==> src/rtl/branch_resolve_pkg.sv <==
// branch_resolve_pkg: redirect FSM state encodings and the sequential PC step
package branch_resolve_pkg;
  typedef enum logic [1:0] {BR_IDLE, BR_REDIRECT, BR_SQUASH} br_state_t;
  localparam logic [31:0] PC_STEP = 32'd4;
endpackage

==> src/rtl/branch_resolve_target_calc.sv <==
// branch_target_calc: pc/imm/rs_val/jr in -> word-aligned target plus misalign flag out
module branch_target_calc
  import branch_resolve_pkg::*;
(
  input  logic [31:0] pc,
  input  logic [31:0] imm,
  input  logic [31:0] rs_val,
  input  logic        jr,
  output logic [31:0] target,
  output logic        misalign
);
  logic [31:0] raw;
  assign raw = jr ? rs_val : pc + PC_STEP + {imm[29:0], 2'b00};
  assign target = {raw[31:2], 2'b00};
  assign misalign = |raw[1:0];
endmodule

==> src/rtl/branch_resolve.sv <==
// branch_resolve: EX branch/jump decode + z_flag in; registered fetch redirect (valid/ready), flush, ex_stall, sticky misalign_err and saturating branch/taken counters out
module branch_resolve
  import branch_resolve_pkg::*;
#(
  parameter int SQUASH_CYCLES = 2,
  parameter int CNT_W = 16
) (
  input  logic             clk,
  input  logic             rst,
  input  logic             ex_valid,
  input  logic             ex_is_branch,
  input  logic             ex_is_jump,
  input  logic             ex_jr,
  input  logic             z_flag,
  input  logic [31:0]      ex_pc,
  input  logic [31:0]      ex_imm,
  input  logic [31:0]      ex_rs_val,
  input  logic             fetch_ready,
  output logic             redirect_valid,
  output logic [31:0]      redirect_pc,
  output logic             flush,
  output logic             ex_stall,
  output logic             misalign_err,
  output logic [CNT_W-1:0] branch_cnt,
  output logic [CNT_W-1:0] taken_cnt
);
  localparam int SW = $clog2(SQUASH_CYCLES + 1);
  br_state_t state, state_n;
  logic [SW-1:0] cnt, cnt_n;
  logic accept, taken, redirect, misalign;
  logic [31:0] target;
  branch_target_calc u_calc (
    .pc(ex_pc),
    .imm(ex_imm),
    .rs_val(ex_rs_val),
    .jr(ex_jr),
    .target(target),
    .misalign(misalign)
  );
  assign ex_stall = state != BR_IDLE;
  assign accept = ex_valid & ~ex_stall & (ex_is_branch | ex_is_jump);
  assign taken = ex_is_jump | (ex_is_branch & z_flag);
  assign redirect = accept & taken;
  // SQUASH spans exactly SQUASH_CYCLES cycles after the handshake cycle
  always_comb begin
    state_n = state;
    cnt_n = cnt;
    if (state == BR_IDLE) state_n = redirect ? BR_REDIRECT : BR_IDLE;
    else if (state == BR_REDIRECT && fetch_ready) begin
      state_n = BR_SQUASH;
      cnt_n = SW'(SQUASH_CYCLES);
    end else if (state == BR_SQUASH) begin
      cnt_n = cnt - SW'(1);
      state_n = cnt == SW'(1) ? BR_IDLE : BR_SQUASH;
    end
  end
  always_ff @(posedge clk or posedge rst) begin
    if (rst) begin
      state <= BR_IDLE;
      cnt <= '0;
      redirect_valid <= 1'b0;
      redirect_pc <= '0;
      flush <= 1'b0;
      misalign_err <= 1'b0;
      branch_cnt <= '0;
      taken_cnt <= '0;
    end else begin
      state <= state_n;
      cnt <= cnt_n;
      redirect_valid <= state_n == BR_REDIRECT;
      flush <= state_n != BR_IDLE;
      if (redirect) redirect_pc <= target;
      if (redirect && misalign) misalign_err <= 1'b1;
      if (accept) branch_cnt <= branch_cnt + CNT_W'(branch_cnt != '1);
      if (redirect) taken_cnt <= taken_cnt + CNT_W'(taken_cnt != '1);
    end
  end
endmodule

==> config.mk <==
export PLATFORM = sky130hd
export DESIGN_NAME = branch_resolve
export DESIGN_NICKNAME = d
export VERILOG_FILES = /design/src/rtl/branch_resolve_pkg.sv /design/src/rtl/branch_resolve_target_calc.sv /design/src/rtl/branch_resolve.sv
export SDC_FILE = /design/constraint.sdc
export NUM_CORES = 1
export LEC_CHECK = 0
export ABC_CLOCK_PERIOD_IN_PS = 3900
export BUFFER_PORTS_ARGS = -buffer_cell sky130_fd_sc_hd__clkbuf_2
export CORE_ASPECT_RATIO = 0.5
export CORE_MARGIN = 10
export CORE_UTILIZATION = 40
export CTS_BUF_LIST = sky130_fd_sc_hd__clkbuf_16
export DETAILED_ROUTE_END_ITERATION = 8
export PLACE_DENSITY_LB_ADDON = 0.3
export SLEW_MARGIN = 20
export SYNTH_ARGS = -nofsm -noshare
export SYNTH_HDL_FRONTEND = slang
export SYNTH_HIERARCHICAL = 1
export SYNTH_SLANG_ARGS = --single-unit
==> constraint.sdc <==
create_clock -name clk -period 3.9 [get_ports clk]
set_clock_uncertainty 0.15 [all_clocks]
set_input_delay 1.17 -clock clk [delete_from_list [all_inputs] [get_ports clk]]
set_output_delay 1.17 -clock clk [all_outputs]
set_load 0.02 [all_outputs]
==> impl_metrics.py <==
metrics = {
    "timing": {
        "slew_violations": 0,
        "fin_tns_setup_ns": 0,
        "worst_pin_slew_ns": 0.944,
        "min_period_over_period_pct": 96.1,
        "maxSlewHeadroom_pct": 37.0,
        "period_minus_slack_ns": 3.75,
        "holdWs_ns": 0.325,
        "setup_violations": 0,
        "hold_violations": 0,
        "rsz0062_at_grt": "false",
        "max_freq_mhz": 267,
    },
    "worst_setup_path": {
        "path_max_fanout": 3,
        "worst-setup-path-type": "primary input to register",
        "path_delay_family": "compound AO/OA/AOI/OAI gates",
        "r2r_slack_ns": 1.34,
        "cp-start-kind": "primary input",
        "arrival_ns": 3.81,
        "crit_required_ns": 3.96,
        "crit_top_cell": "ha_1",
        "timing.critical_path.buf_inv": 1,
        "slowest_delay_ns": 0.40,
        "cp-end-kind": "register",
        "crit_path_top_delay_cell": "fa_1",
        "path_cells": "clkbuf_2 > ha_1 > ha_1 > fa_1 > a21oi_1 > nand4b_4 > a211o_1 > a31oi_4 > a311oi_1 > xor2_1 > o21ai_1 > mux2_2",
    },
    "pwr": {
        "power_density_mw_per_mm2": 513,
        "pwr-share-clk_pct": 21.0,
        "p_leak_nw": 3.57,
        "power.switching_mw": 1.43,
        "p_int_mw": 2.10,
        "power.total_mw": 3.53,
        "swShare_pct": 40.6,
        "p_seq_share_pct": 33.5,
        "ir_worst_vdd_uv": 369,
        "p_comb_share_pct": 45.5,
    },
    "cts": {
        "cts_buffers": 9,
        "cts_tree": "yes",
        "cts_setup_buffers": 0,
        "htreeDepth": 3,
        "clock_latency_ns": 0.32,
        "clock-sinks": 71,
        "root_buffer": "clkbuf_16",
        "clk_transition_reported_paths_ns": 0.06,
        "cts-resized-gates": 0,
        "hold_buffers": 0,
        "clock_path_buffers": 2,
    },
    "yosys": {
        "yosysTopAreaCell": "dfrtp_1",
        "synth_edf_count": 0,
        "yosysSeqAreaShare_pct": 32.9,
        "syn_area_mm2": 0.00540,
        "synth_mux_area_share_pct": 8.33,
        "yosys_warnings": 6,
        "async_flop_share_pct": 100,
        "yosysTopAreaCellShare_pct": 32.9,
        "synth_top_family_by_area": "simple AND/OR/NAND/NOR gates",
        "synth.distinct_cells": 57,
        "synth_common_cells": "dfrtp_1 (71), ha_1 (64), nand2_1 (53), mux2_2 (39), nor2_1 (32)",
        "synth_compound_area_share_pct": 15.1,
        "synth_xor_area_share_pct": 8.28,
        "yosys.area_share.adder_pct": 15.2,
        "synth-seq-cells": 71,
        "synthFlopType": "dfrtp_1",
        "synth.most_common_cell": "dfrtp_1",
        "synth_area_leaders": "dfrtp_1 (33%), ha_1 (15%), mux2_2 (8.1%)",
        "synth_simple_gate_area_share_pct": 17.4,
        "syn_inst": 567,
        "syn-mean-instance-area_um2": 9.52,
    },
    "placement": {
        "place_area_mm2": 0.00661,
        "port_buffers": 169,
        "gp_congestion": 0.892,
        "dp_hpwl_um": 12200,
    },
    "flow_run": {
        "drv_cap": 0,
    },
    "global_routing": {
        "antenna_found_initial": 0,
        "grt_pass1_vias": 4913,
        "overflow": 0,
        "grt_max_degree": 72,
        "grt_first_pass_wirelength_um": 24200,
        "grt_usage_pct": 15.7,
    },
    "drt": {
        "dr.pass1.iters": 4,
        "drt_iter0_drc": 253,
        "final_antenna_net_count": 0,
        "wl_um": 15200,
        "vias_per_cell": 5.26,
        "wl_per_cell_um": 16.2,
        "drc": 0,
        "num_vias": 4904,
    },
    "min_path": {
        "hp-class": "register to register",
    },
    "floorplan": {
        "ios": 172,
        "die_w_um": 184,
        "die-area_mm2": 0.0188,
        "chipHeight_um": 102,
        "core_area_mm2": 0.0129,
        "std_cell_rows": 29,
        "start_util_pct": 41.8,
    },
    "layout": {
        "area_delta_synth_final_pct": 27.5,
        "nets": 927,
        "fill_cells": 1244,
        "drive_above_1_share_pct": 35.8,
        "diodes": 0,
        "fin_area_mm2": 0.00688,
    },
    "status": {
        "status": "complete, no violations",
    },
}
power by group through the flow:
stage / sequential, mW / combinational, mW / clock (mW)
2_1_floorplan: 1.43 / 0.782 / 0
3_3_place_gp: 1.18 / 1.59 / 0
3_5_place_dp: 1.19 / 1.61 / 0
4_1_cts: 1.18 / 1.62 / 0.768
5_1_grt: 1.22 / 1.75 / 0.808
6_report: 1.18 / 1.61 / 0.739
worst paths after layout:
check / start / endpoint / depth (start not counted)
max reg2reg: branch_cnt[3]$_DFFE_PP0P_ / branch_cnt[10]$_DFFE_PP0P_ / 8
min in group asynchronous: rst / redirect_pc[14]$_DFFE_PP0P_ / 3
min reg2reg: misalign_err$_DFFE_PP0P_ / misalign_err$_DFFE_PP0P_ / 1
min: misalign_err$_DFFE_PP0P_ / misalign_err$_DFFE_PP0P_ / 1
max in group asynchronous: rst / taken_cnt[11]$_DFFE_PP0P_ / 3
max: ex_pc[3] / redirect_pc[19]$_DFFE_PP0P_ / 12
state kept, by name (all words and copies together), names as in the netlist:
signal          cells
flush               1
cnt                 2
taken_cnt          16
branch_cnt         16
misalign_err        1
state               2
redirect_valid      1
redirect_pc        32
through the flow:
stage / instances / util, % / setup WS (ns)
after floorplan: 568 / - / 0.171
after global placement: 917 / 51.1 / -0.0791
after detailed placement: 917 / 51.1 / -0.167
after CTS: 933 / 53.2 / 0.171
after global routing: 933 / 53.2 / 0.0499
final: 933 / 53.2 / 0.151
cell type report:
class / instances / area [um2] / area share [%]
clock buffers: 9 / 225 / 3.28
inverters: 12 / 45.0 / 0.655
well taps: 170 / 213 / 3.09
flip-flops and latches: 71 / 1780 / 25.8
clock inverters: 7 / 41.3 / 0.600
multi-input cells: 462 / 3480 / 50.6
repair buffers: 202 / 1090 / 15.9
routing by layer:
layer  track usage [%]  part of all wire, %  vias to the layer above
li1                  -                    -                     2443
met1              19.1                   45                     2331
met2              27.8                   49                      124
met3              3.51                  5.1                        6
met4              3.75                 0.70                        0
met5                 0                    0                        -
kinds of logic after synthesis:
kind of cell / after synthesis
AOI/OAI and AO/OA: 124
xor gates and xnor gates: 51
adders and majority gates: 65
buffers and inverters: 35
DFF: 71
muxes: 40
other: 1
and+or+nand+nor: 180
placed cells by master (no fill, tap or decap), types with 6 or more instances in the layout:
cell type | synthesis | final
a21o_1 | 17 | 17
xor2_1 | 31 | 31
o21ai_1 | 11 | 11
nor3_1 | 12 | 12
a31oi_1 | 6 | 6
nand3_1 | 18 | 18
nand2_1 | 53 | 53
clkbuf_2 | 0 | 169
clkbuf_16 | 0 | 9
ha_1 | 64 | 64
nand4_1 | 21 | 21
dfrtp_1 | 71 | 71
mux2_2 | 39 | 39
nor2_1 | 32 | 32
inv_1 | 11 | 11
buf_4 | 2 | 33
and3_1 | 13 | 13
o21ai_0 | 27 | 27
xnor2_1 | 20 | 20
a21oi_1 | 30 | 30
worst register-to-register path, cell delays in order, from the launching register on:
cell and delay [ns]:
dfrtp_1 0.48, nand4_1 0.21, nand2b_1 0.19, or4_1 0.50, ha_1 0.22, ha_1 0.19, nor4b_4 0.15, and3_1 0.20
xor2_1 0.14
Note: power is estimated with default switching activity, not from simulation.
